==> src/rtl/rsnn_pkg.sv <==
// rsnn_pkg -- shared sizing constants and FSM state type for the recurrent
// spiking (leaky integrate-and-fire) network engine.
package rsnn_pkg;

  localparam int N_NEURON = 8;   // neurons updated per timestep
  localparam int N_SRC    = 16;  // 8 external + 8 recurrent sources per neuron
  localparam int V_W      = 8;   // membrane potential width (signed)
  localparam int W_W      = 8;   // synaptic weight width (signed)
  localparam int ACC_W    = 12;  // accumulator width: 16 x 8-bit never overflows
  localparam int SUM_W    = 13;  // leak + integrate intermediate width

  localparam logic signed [SUM_W-1:0] V_MAX = 13'sd127;
  localparam logic signed [SUM_W-1:0] V_MIN = -13'sd128;

  // ACC cycle counter value that marks the last (accumulate-only) ACC cycle.
  localparam logic [4:0] ACC_LAST = 5'd16;

  typedef enum logic [1:0] {
    ST_IDLE   = 2'd0,
    ST_ACC    = 2'd1,
    ST_UPDATE = 2'd2,
    ST_DONE   = 2'd3
  } state_t;

endpackage

==> src/rtl/rsnn_lif_update.sv <==
// rsnn_lif_update -- combinational leak / integrate / saturate / threshold
// for one neuron.
//   v           : current membrane potential (signed)
//   acc         : weighted spike sum for this timestep (signed)
//   decay_shift : leak shift; leak term is v >>> decay_shift (0 = full leak)
//   threshold   : unsigned firing threshold
//   v_next      : membrane value to store (0 after firing)
//   fire        : spike bit for this neuron
module rsnn_lif_update
  import rsnn_pkg::*;
(
  input  logic signed [V_W-1:0]   v,
  input  logic signed [ACC_W-1:0] acc,
  input  logic        [2:0]       decay_shift,
  input  logic        [6:0]       threshold,
  output logic signed [V_W-1:0]   v_next,
  output logic                    fire
);

  logic signed [SUM_W-1:0] v_ext;
  logic signed [SUM_W-1:0] leak;
  logic signed [SUM_W-1:0] sum;
  logic signed [V_W-1:0]   v_sat;

  // NOTE: every always_comb output gets a default at the top so no path
  // leaves a signal unassigned, which would otherwise infer a latch.
  always_comb begin
    v_ext  = {{(SUM_W-V_W){v[V_W-1]}}, v};
    leak   = v_ext >>> decay_shift;
    sum    = v_ext - leak + {{(SUM_W-ACC_W){acc[ACC_W-1]}}, acc};
    v_sat  = sum[V_W-1:0];
    if (sum > V_MAX)      v_sat = V_MAX[V_W-1:0];
    else if (sum < V_MIN) v_sat = V_MIN[V_W-1:0];
    // Threshold is unsigned; widen with a zero sign bit before the signed compare.
    fire   = (v_sat >= $signed({2'b00, threshold}));
    v_next = fire ? '0 : v_sat;
  end

endmodule

==> src/rtl/rsnn_lif_engine.sv <==
// rsnn_lif_engine -- sequential 8-neuron recurrent LIF network engine.
// One start runs a full timestep: for each neuron, 16 weights are read from
// an external synchronous memory (17 ACC cycles), then one UPDATE cycle
// applies leak/integrate/threshold. A final DONE cycle publishes spikes.
// Busy time is 8 x 18 + 1 = 145 cycles.
//   clk, reset        : clock, synchronous active-high reset
//   start             : begin a timestep (accepted only when idle)
//   spikes_in         : external spikes, latched on acceptance
//   threshold         : firing threshold, latched on acceptance
//   decay_shift       : leak shift, latched on acceptance
//   w_addr, w_rd_en   : weight read request {neuron, src}; addr holds when idle
//   w_data            : signed weight, returned one cycle after w_rd_en
//   spikes_out        : spikes of the last completed timestep
//   busy, done        : not-idle flag, one-cycle completion pulse
// Build option: define RSNN_REFRACTORY_EN so a neuron that fired in the
// previous timestep skips integration for one timestep.
module rsnn_lif_engine
  import rsnn_pkg::*;
(
  input  logic           clk,
  input  logic           reset,
  input  logic           start,
  input  logic [7:0]     spikes_in,
  input  logic [6:0]     threshold,
  input  logic [2:0]     decay_shift,
  output logic [6:0]     w_addr,
  output logic           w_rd_en,
  input  logic [W_W-1:0] w_data,
  output logic [7:0]     spikes_out,
  output logic           busy,
  output logic           done
);

  state_t state_q, state_d;

  logic [2:0]              neuron_q;
  logic [4:0]              cnt_q;       // ACC cycle index 0..16
  logic [7:0]              spikes_in_q;
  logic [6:0]              threshold_q;
  logic [2:0]              decay_shift_q;
  logic signed [ACC_W-1:0] acc_q;
  logic [7:0]              shadow_q;
  logic [6:0]              w_addr_q;
  logic signed [V_W-1:0]   v_mem [N_NEURON];

  logic                    rd_en;
  logic [3:0]              src_idx;
  logic [N_SRC-1:0]        src_vec;
  logic signed [V_W-1:0]   v_next;
  logic                    fire;

  // Weight returned this cycle belongs to the source requested last cycle.
  // At cnt_q = 16 the 4-bit wrap gives source 15.
  assign src_idx = cnt_q[3:0] - 4'd1;
  // Recurrent sources read spikes_out, which only changes in DONE, so every
  // neuron sees the previous timestep's spikes.
  assign src_vec = {spikes_out, spikes_in_q};

  assign rd_en   = (state_q == ST_ACC) && !cnt_q[4];
  assign w_rd_en = rd_en;
  assign w_addr  = rd_en ? {neuron_q, cnt_q[3:0]} : w_addr_q;
  assign busy    = (state_q != ST_IDLE);
  assign done    = (state_q == ST_DONE);

  rsnn_lif_update u_update (
    .v           (v_mem[neuron_q]),
    .acc         (acc_q),
    .decay_shift (decay_shift_q),
    .threshold   (threshold_q),
    .v_next      (v_next),
    .fire        (fire)
  );

  always_comb begin
    state_d = state_q;
    unique case (state_q)
      ST_IDLE:   if (start) state_d = ST_ACC;
      ST_ACC:    if (cnt_q == ACC_LAST) state_d = ST_UPDATE;
      ST_UPDATE: state_d = (neuron_q == 3'(N_NEURON - 1)) ? ST_DONE : ST_ACC;
      ST_DONE:   state_d = ST_IDLE;
      default:   state_d = ST_IDLE;
    endcase
  end

  // NOTE: state is written with non-blocking assignments so every register
  // samples pre-edge values regardless of statement order.
  always_ff @(posedge clk) begin
    if (reset) begin
      state_q       <= ST_IDLE;
      neuron_q      <= '0;
      cnt_q         <= '0;
      spikes_in_q   <= '0;
      threshold_q   <= '0;
      decay_shift_q <= '0;
      acc_q         <= '0;
      shadow_q      <= '0;
      spikes_out    <= '0;
      w_addr_q      <= '0;
      // NOTE: the membrane array is network state that must start from rest,
      // so it is cleared by reset like any other register rather than left
      // as an uninitialised memory.
      for (int i = 0; i < N_NEURON; i++) v_mem[i] <= '0;
    end else begin
      state_q  <= state_d;
      w_addr_q <= w_addr;
      unique case (state_q)
        ST_IDLE: begin
          if (start) begin
            spikes_in_q   <= spikes_in;
            threshold_q   <= threshold;
            decay_shift_q <= decay_shift;
            neuron_q      <= '0;
            cnt_q         <= '0;
          end
        end
        ST_ACC: begin
          cnt_q <= cnt_q + 5'd1;
          if (cnt_q == 5'd0)
            acc_q <= '0;
          else if (src_vec[src_idx])
            acc_q <= acc_q + {{(ACC_W-W_W){w_data[W_W-1]}}, w_data};
        end
        ST_UPDATE: begin
`ifdef RSNN_REFRACTORY_EN
          if (spikes_out[neuron_q]) begin
            v_mem[neuron_q]    <= '0;
            shadow_q[neuron_q] <= 1'b0;
          end else begin
            v_mem[neuron_q]    <= v_next;
            shadow_q[neuron_q] <= fire;
          end
`else
          v_mem[neuron_q]    <= v_next;
          shadow_q[neuron_q] <= fire;
`endif
          neuron_q <= neuron_q + 3'd1;
          cnt_q    <= '0;
        end
        ST_DONE: spikes_out <= shadow_q;
        default: ;
      endcase
    end
  end

endmodule

==> config.mk <==
export PLATFORM = sky130hd
export DESIGN_NAME = rsnn_lif_engine
export DESIGN_NICKNAME = d
export VERILOG_FILES = /design/src/rtl/rsnn_pkg.sv /design/src/rtl/rsnn_lif_update.sv /design/src/rtl/rsnn_lif_engine.sv
export SDC_FILE = /design/constraint.sdc
export NUM_CORES = 1
export LEC_CHECK = 0
export CORE_MARGIN = 1
export CORE_UTILIZATION = 60
export DETAILED_ROUTE_END_ITERATION = 6
export GPL_ROUTABILITY_DRIVEN = 0
export PLACE_DENSITY = 0.8
export SETUP_SLACK_MARGIN = 0.15
export SYNTH_ARGS = -nofsm -noshare
export SYNTH_HDL_FRONTEND = slang
export SYNTH_SLANG_ARGS = --single-unit
==> constraint.sdc <==
create_clock -name clk -period 7.5 [get_ports clk]
set_input_delay 2.25 -clock clk [delete_from_list [all_inputs] [get_ports clk]]
set_output_delay 2.25 -clock clk [all_outputs]
set_load 0.03 [all_outputs]
Word level (Yosys, flattened, before mapping)

Memories as Yosys holds them, arrays and structs flattened. A register that Yosys moved wholly into a read port is not among the register bits.
Cells that the tools add are included.

Register bits after elaboration: 63
Bits in writable memories: 64
Input port bits: 29
Output and inout port bits: 18
Logic and storage cells: 75
Memories kept: 1

Memory list:

| memory | words | width | read ports | clocked after Yosys merged registers in | write ports | RTL line              | source |
|---|---|---|---|---|---|---|---|
| v_mem  | 8     | 8     | 1          | 1                                       | 8           | rsnn_lif_engine.sv:44 | `logic signed [V_W-1:0] v_mem [N_NEURON];` |

$add $sub $neg: 6
$lt $le $gt $ge: 6
Equal/unequal tests: 7
Shifts and indexed selects: 1
Mux-type cells: 29
Reduce and logical (&&, ||, !) cells: 15

Operator list:

| kind                                                                              | number |
|---|---|
| 8-bit two-way mux                                                                 | 4 |
| 12-bit two-way mux                                                                | 2 |
| 5-bit case mux with 3 select lines                                                | 1 |
| 13-bit adder                                                                      | 1 |
| 13-bit by 8-bit greater-than comparator with 1-bit output (second input constant) | 1 |
| 13-bit by 8-bit < comparator with 1-bit output (second input constant)            | 1 |
| 8-bit by 3-bit >>> shifter with 13-bit output                                     | 1 |
| 13-bit subtractor                                                                 | 1 |
| 12-bit adder                                                                      | 1 |
| 3-bit two-way mux                                                                 | 4 |
| 2-bit AND reduction                                                               | 5 |
| 8-bit bitwise mux                                                                 | 1 |
| 8-bit >= comparator                                                               | 1 |
| 1-bit two-way mux                                                                 | 8 |
| 2-bit case mux with 4 select lines                                                | 1 |
| 8-bit OR reduction                                                                | 1 |
| 7-bit two-way mux                                                                 | 1 |
| 2-bit two-way mux                                                                 | 3 |
| 3-bit case mux with 2 select lines                                                | 1 |
| 2-bit nonzero test                                                                | 3 |
| 5-bit by 1-bit adder with 5-bit output (second input constant)                    | 1 |
| 5-bit == test (second input constant)                                             | 1 |
| 5-bit logical NOT                                                                 | 1 |
| 4-bit by 5-bit < comparator with 1-bit output (second input constant)             | 1 |
| other kinds (16)                                                                  | 18 |

Logic depth before layout (Yosys ltp)

Gate-level depths: netlist of run 1.

Depth after elaboration: 9
Depth in mapped cells: 33

Cells and area by module

Synthesis of run 1 repeated with hierarchy kept, for this count alone.

Cells, all modules: 765
Area, all modules: 7611.0 µm²

By module, submodules not included:

| module          | instances | cells an instance | area each (µm²) |
|---|---|---|---|
| rsnn_lif_engine | 1         | 558               | 6124.6 |
| rsnn_lif_update | 1         | 207               | 1486.4 |

Least setup slack after synthesis of run 1

No wires, ideal clock.

Path kind: register to register
From: register with a tool-made name
To: memory v_mem[6][0], data pin
Setup time: 154 ps
Arrival: 6563 ps
Data required time: 7346 ps
Path slack: 784 ps
Cell stages (with the launch flop): 32
Buffers on the path: 5
Period minus slack after synthesis: 6716 ps
Path through: dfxtp_1 buf_2 buf_2 mux4_2 mux2i_1 mux2i_1 nand2_1 o21ai_0 o21a_1 fa_1 inv_1 ha_1 and2_1 a31o_2 or4_4 a2111oi_2 nor3_1 nor3_1 nor2_1 or2_2 ha_1 nand2b_1 a21o_1 a21oi_1 o21ai_0 a31o_2 nor2b_1 buf_4 nand2_1 buf_4 buf_2 a21oi_1

RTL lines:

| item             | RTL line |
|---|---|
| end: declaration | rsnn_lif_engine.sv:44 |

==> impl_metrics.yaml, run 1 <==
placement:
  io_buffers: 46
  dpl_worst_slack_ns: 0.469
  hpwl_um: 12500
run_status:
  outcome: "finished clean"
layout:
  fin_util: 0.720
  fin_nets: 880
  multiInputGateArea_sq_mm: 0.00396
  mostFrequentLayoutCells: "110 x a21oi_1, 94 x nand2_1, 66 x dfxtp_1"
  fillCellCount: 855
  drive_gt1_frac: 0.123
  register_area_sq_mm: 0.00324
  mostFrequentLayoutCell: "a21oi_1"
  antenna_cells: 0
  synthToLayoutAreaGrowth_pct: 16.0
route:
  vias_per_cell: 6.20
  drc_errors: 0
  final_antenna_net_count: 0
  drt-total-wl_um: 18500
  wl_per_cell_um: 18.7
  drt_iter0_markers: 581
  vias: 6110
  first_pass_iters: 5
timing:
  fin_crit_sh: 0.937
  tightest_slew_ns: 1.11
  setup_viol: 0
  maxSlewViolCount: 0
  hold_violations: 0
  whs_ns: 0.455
  relSlewSlack: 0.253
  post-route-min-period_ns: 7.03
  clock.fmax_mhz: 142
  fin_skew_ns: 0.00985
  grt_setup_unrepaired: "no"
  setup_tns_ns: 0
  setup_slack_ns: 0.472
yosys:
  ys_top_cells_by_area: "edfxtp_1 25%, dfxtp_1 18%, a21oi_1 7.3%, ha_1 6.3%, mux4_2 6.0%"
  yosysTopAreaCellShare: 0.255
  ys_ff_latch: 130
  synth_cells: 775
  synth_nets: 850
  synthArstFlopShare: 0
  synth_edf_count: 64
  syn_area_sq_mm: 0.00755
  yosys_warnings: 0
  synth_top_area_cell: "edfxtp_1"
  seq_area_frac_synth: 0.430
  syn-mean-instance-area_sq_um: 9.74
  ys.flop_type: "dfxtp_1"
  ys_types: 63
clock_tree:
  post-cts-setup-buffer-count: 0
  cts_tree: "built"
  clock-sinks: 130
  hold_buffers: 0
  clockBufferDepth: 2
  cts-root-buf: "clkbuf_16"
  clk_latency_ns: 0.42
  htreeDepth: 4
  path_clk_slew_ns: 0.06
  cts_buffers: 17
floorplanning:
  dieHeight_um: 114
  die_x_um: 114
  initial_core_util: 0.621
  pin_count: 47
  rows: 40
  core_sq_mm: 0.0122
  dieArea_sq_mm: 0.0130
pwr:
  leakage_nw: 3.25
  finalPower_mw: 2.19
  vdd_drop_max_v: 0.000178
  powerDensity_mw_per_mm2: 250
worst_setup_path:
  crit_fanout: 15
  critPathCaptureType: "flip-flop"
  path_class: "reg2reg"
  critPathRequiredTime_ns: 7.72
  crit_path_top_delay_cell: "fa_1"
  start_kind: "flip-flop"
  arrival_ns: 7.25
  slowest_delay_ns: 0.56
global_routing:
  grt_pass1_vias: 5951
  grt_pass1_wl_um: 30200
  overflow: 0
  antenna_found_initial: 0
  grtUsageTotal: 0.305
  grt_max_degree: 53
min_path:
  hold_class: "reg2reg"
flow_run:
  drv_cap: 0
[power by group]
part	leakage [nW]	internal, mW	switching (mW)
clock	0.298	0.537	0.312
sequential	1.20	0.764	0.0157
combinational	1.76	0.206	0.352
total	3.25	1.51	0.680
[cells by family after synthesis]
| kind of cell | count (synthesis) | synth area share |
|---|---|---|
| muxes | 46 | 0.0978 |
| adders and majority gates | 46 | 0.0842 |
| buffers and inverters | 96 | 0.0497 |
| xor gates and xnor gates | 19 | 0.0230 |
| DFF | 130 | 0.430 |
| and+or+nand+nor | 238 | 0.147 |
| AOI/OAI and AO/OA | 200 | 0.169 |
[metrics by stage]
stage	area, sq um	std cells
5_1_grt	8760	986
3_5_place_dp	8110	954
3_3_place_gp	8110	954
6_report	8760	986
2_1_floorplan	7550	775
4_1_cts	8730	986
[layer usage]
metal / up-vias / GRT usage / wire [um]
li1: 2849 / - / -
met1: 2894 / 0.408 / 7710
met2: 317 / 0.484 / 8740
met3: 50 / 0.0593 / 1550
met4: 0 / 0.132 / 478
met5: - / 0 / 0
[area by class of cell]
cell class,instances,share of cell area
multi-input cells,549,0.452
flip-flops and latches,130,0.370
repair buffers,54,0.0607
clock buffers,22,0.0566
well taps,168,0.0240
inverters,53,0.0227
clock inverters,10,0.0137
[path summary, 6_finish.rpt]
path	endpoint	cells after the start	startpoint	slack [ns]
worst min-delay path	threshold_q[5]	2	threshold_q[5]	0.46
worst max-delay path	v_mem[1][6]	28	flip-flop	0.47
worst min register to register	threshold_q[5]	2	threshold_q[5]	0.46
worst max register to register	v_mem[1][6]	28	flip-flop	0.47
[flip-flops by register name (all words and copies together), names as in the netlist, named ones only]
register,flops
threshold_q,7
acc_q,12
v_mem,64
state_q,2
cnt_q,5
neuron_q,3
decay_shift_q,3
w_addr_q,7
spikes_in_q,8
spikes_out,8
shadow_q,8
[cell usage after synthesis (all sizes together), types with 7 or more instances]
master / instances
a31oi: 7
and2: 9
mux2: 12
ha: 38
buf: 11
nor2b: 8
xor2: 10
xnor2: 9
a211oi: 13
nor3: 18
nor2: 59
fa: 8
edfxtp: 64
a21oi: 110
mux4: 20
dfxtp: 66
mux2i: 14
nand2: 94
nand3: 16
o21a: 9
inv: 51
nand2b: 8
o22ai: 8
a21o: 8
o21ai: 17
clkbuf: 32
[repair_timing]
action,CTS,global route
gates resized for setup,0,7
hold endpoints to repair,0,0
setup endpoints to repair,0,56
[worst max-delay path, delay by kind of cell (launching register included)]
| kind | cells | cell delay [ns] |
|---|---|---|
| multiplexers | 2 | 0.80 |
| AO/OA/AOI/OAI | 10 | 2.01 |
| flip-flops | 1 | 0.35 |
| AND/OR/NAND/NOR | 10 | 2.02 |
| buffers and inverters | 3 | 0.49 |
| adder cells (fa/ha/maj) | 3 | 1.14 |
No activity file was read; power rests on OpenSTA's default activity.
==> run 2, diff against run 1 <==
--- a/config.mk
+++ b/config.mk
@@ -9,7 +9,7 @@
 export CORE_UTILIZATION = 60
 export DETAILED_ROUTE_END_ITERATION = 6
 export GPL_ROUTABILITY_DRIVEN = 0
-export PLACE_DENSITY = 0.8
+export PLACE_DENSITY = 0.89
 export SETUP_SLACK_MARGIN = 0.15
 export SYNTH_ARGS = -nofsm -noshare
 export SYNTH_HDL_FRONTEND = slang
==> run 2 against run 1 <==
Compared with the run above: via count rose by 3.7%; sequential power barely moved; global-route usage increased by 1.4 points; non-clock buffer count shrank 3; clock power rose by 1%; final cell count fell by 0.30%; die area unchanged; register-to-register slack lost 0.21 ns; critical endpoint is now v_mem[4][6].
==> impl_metrics.yaml, run 2 (synthesis gave the netlist of run 1 again) <==
placement:
  dp_cells: 951
  dpl_cell_area_sq_mm: 0.00808
  hpwl_um: 12900
  io_buffers: 46
  dpl_worst_slack_ns: 0.317
pwr:
  leakage_nw: 3.24
  vdd_drop_max_v: 0.000177
  powerDensity_mw_per_mm2: 254
  finalPower_mw: 2.22
clock_tree:
  post-cts-setup-buffer-count: 0
  cts_buffers: 17
  clockBufferDepth: 2
  path_clk_slew_ns: 0.06
  clock-sinks: 130
  cts-root-buf: "clkbuf_16"
  cts_resized: 1
  clk_latency_ns: 0.43
  htreeDepth: 4
  cts_tree: "built"
  hold_buffers: 0
min_path:
  hold_class: "reg2reg"
  hold_depth: 2
layout:
  register_area_sq_mm: 0.00324
  largest_reg_flops: 64
  synthToLayoutAreaGrowth_pct: 16.1
  fin_nets: 877
  regMostFlops: "v_mem"
  drive_gt1_frac: 0.126
  mostFrequentLayoutCell: "a21oi_1"
  fin_cells: 983
  fin_area_sq_mm: 0.00876
  fillCellCount: 762
  multiInputGateArea_sq_mm: 0.00400
  reg.largest.list: "v_mem: 64 flops, acc_q: 12 flops"
  fin_util: 0.721
  antenna_cells: 0
  mostFrequentLayoutCells: "108 x a21oi_1, 93 x nand2_1, 65 x dfxtp_1"
worst_setup_path:
  ff2ff_path_depth: 27
  crit_family: "compound AO/OA/AOI/OAI gates"
  slowest_delay_ns: 0.56
  crit_path_top_delay_cell: "fa_1"
  critPathRequiredTime_ns: 7.71
  arrival_ns: 7.45
  cp.depth: 27
  path_class: "reg2reg"
  crit_fanout: 15
  critPathMostFrequentCell: "a211oi_1"
  start_kind: "flip-flop"
  cp_num_buf_inv: 3
  critPathCaptureType: "flip-flop"
floorplanning:
  rows: 40
  core_sq_mm: 0.0122
  dieHeight_um: 114
  die_x_um: 114
  pin_count: 47
  dieArea_sq_mm: 0.0130
  initial_core_util: 0.621
route:
  vias: 6335
  drt-total-wl_um: 20300
  wl_per_cell_um: 20.6
  final_antenna_net_count: 0
  first_pass_iters: 7
  drc_errors: 0
  drt_iter0_markers: 842
  vias_per_cell: 6.44
timing:
  tightest_slew_ns: 1.05
  relSlewSlack: 0.297
  setup_slack_ns: 0.266
  fin_crit_sh: 0.965
  clock.fmax_mhz: 138
  setup_viol: 0
  fin_skew_ns: 0.00751
  hold_violations: 0
  maxSlewViolCount: 0
  post-route-min-period_ns: 7.23
global_routing:
  grtUsageTotal: 0.319
  grt_pass1_wl_um: 31700
  grt_pass1_vias: 6226
  antenna_found_initial: 0
  overflow: 0
  grt_max_degree: 53
run_status:
  outcome: "finished clean"
flow_run:
  drv_cap: 0
## run 2: layout make-up
type / count / share of cell area
Clock buffer: 20 / 0.0523
Timing Repair Buffer: 51 / 0.0575
Sequential cell: 130 / 0.370
Clock inverter: 12 / 0.0164
Tap cell: 168 / 0.0240
Multi-Input combinational cell: 549 / 0.457
Inverter: 53 / 0.0227
## run 2: worst paths after layout
kind,startpoint,endpoint,slack (ns)
min,shadow_q[1],spikes_out[1],0.46
max,flip-flop,v_mem[4][6],0.27
min reg2reg,shadow_q[1],spikes_out[1],0.46
max reg2reg,flip-flop,v_mem[4][6],0.27
## run 2: where the power goes
| group | total (mW) | switching, mW | leakage [nW] | internal (mW) |
|---|---|---|---|---|
| combinational | 0.587 | 0.382 | 1.75 | 0.205 |
| sequential | 0.780 | 0.0161 | 1.20 | 0.764 |
| clock | 0.858 | 0.341 | 0.294 | 0.516 |
## run 2: per-layer routing
| metal | vias up | GRT usage | routed length (um) |
|---|---|---|---|
| met5 | - | 0 | 0 |
| met4 | 0 | 0.153 | 923 |
| met2 | 454 | 0.525 | 9890 |
| li1 | 2842 | - | - |
| met1 | 2949 | 0.406 | 7670 |
| met3 | 90 | 0.0614 | 1810 |
## run 2: stage by stage
step	hold WS (ns)	TNS, ns
3_3_place_gp	0.442	0
5_1_grt	0.477	-0.0229
2_1_floorplan	0.432	0
4_1_cts	0.458	0
6_report	0.459	0
3_5_place_dp	0.450	0
## run 2: worst reg2reg max path, stage by stage, from the launching register on
cell	delay, ns
dfxtp_1	0.35
buf_8	0.21
mux4_2	0.54
mux2i_2	0.41
a211oi_1	0.19
a211oi_1	0.30
a21oi_1	0.10
fa_1	0.56
inv_1	0.06
ha_1	0.30
a21oi_2	0.21
nor2_1	0.11
or4_4	0.52
a2111oi_2	0.36
nor3_2	0.15
nor3_1	0.18
nor2_1	0.13
or2_2	0.34
ha_1	0.28
nand2b_1	0.15
a21o_1	0.17
a21oi_1	0.13
o21ai_0	0.11
a31o_2	0.27
nor2b_1	0.20
buf_6	0.23
nor2_4	0.10
a211oi_1	0.37
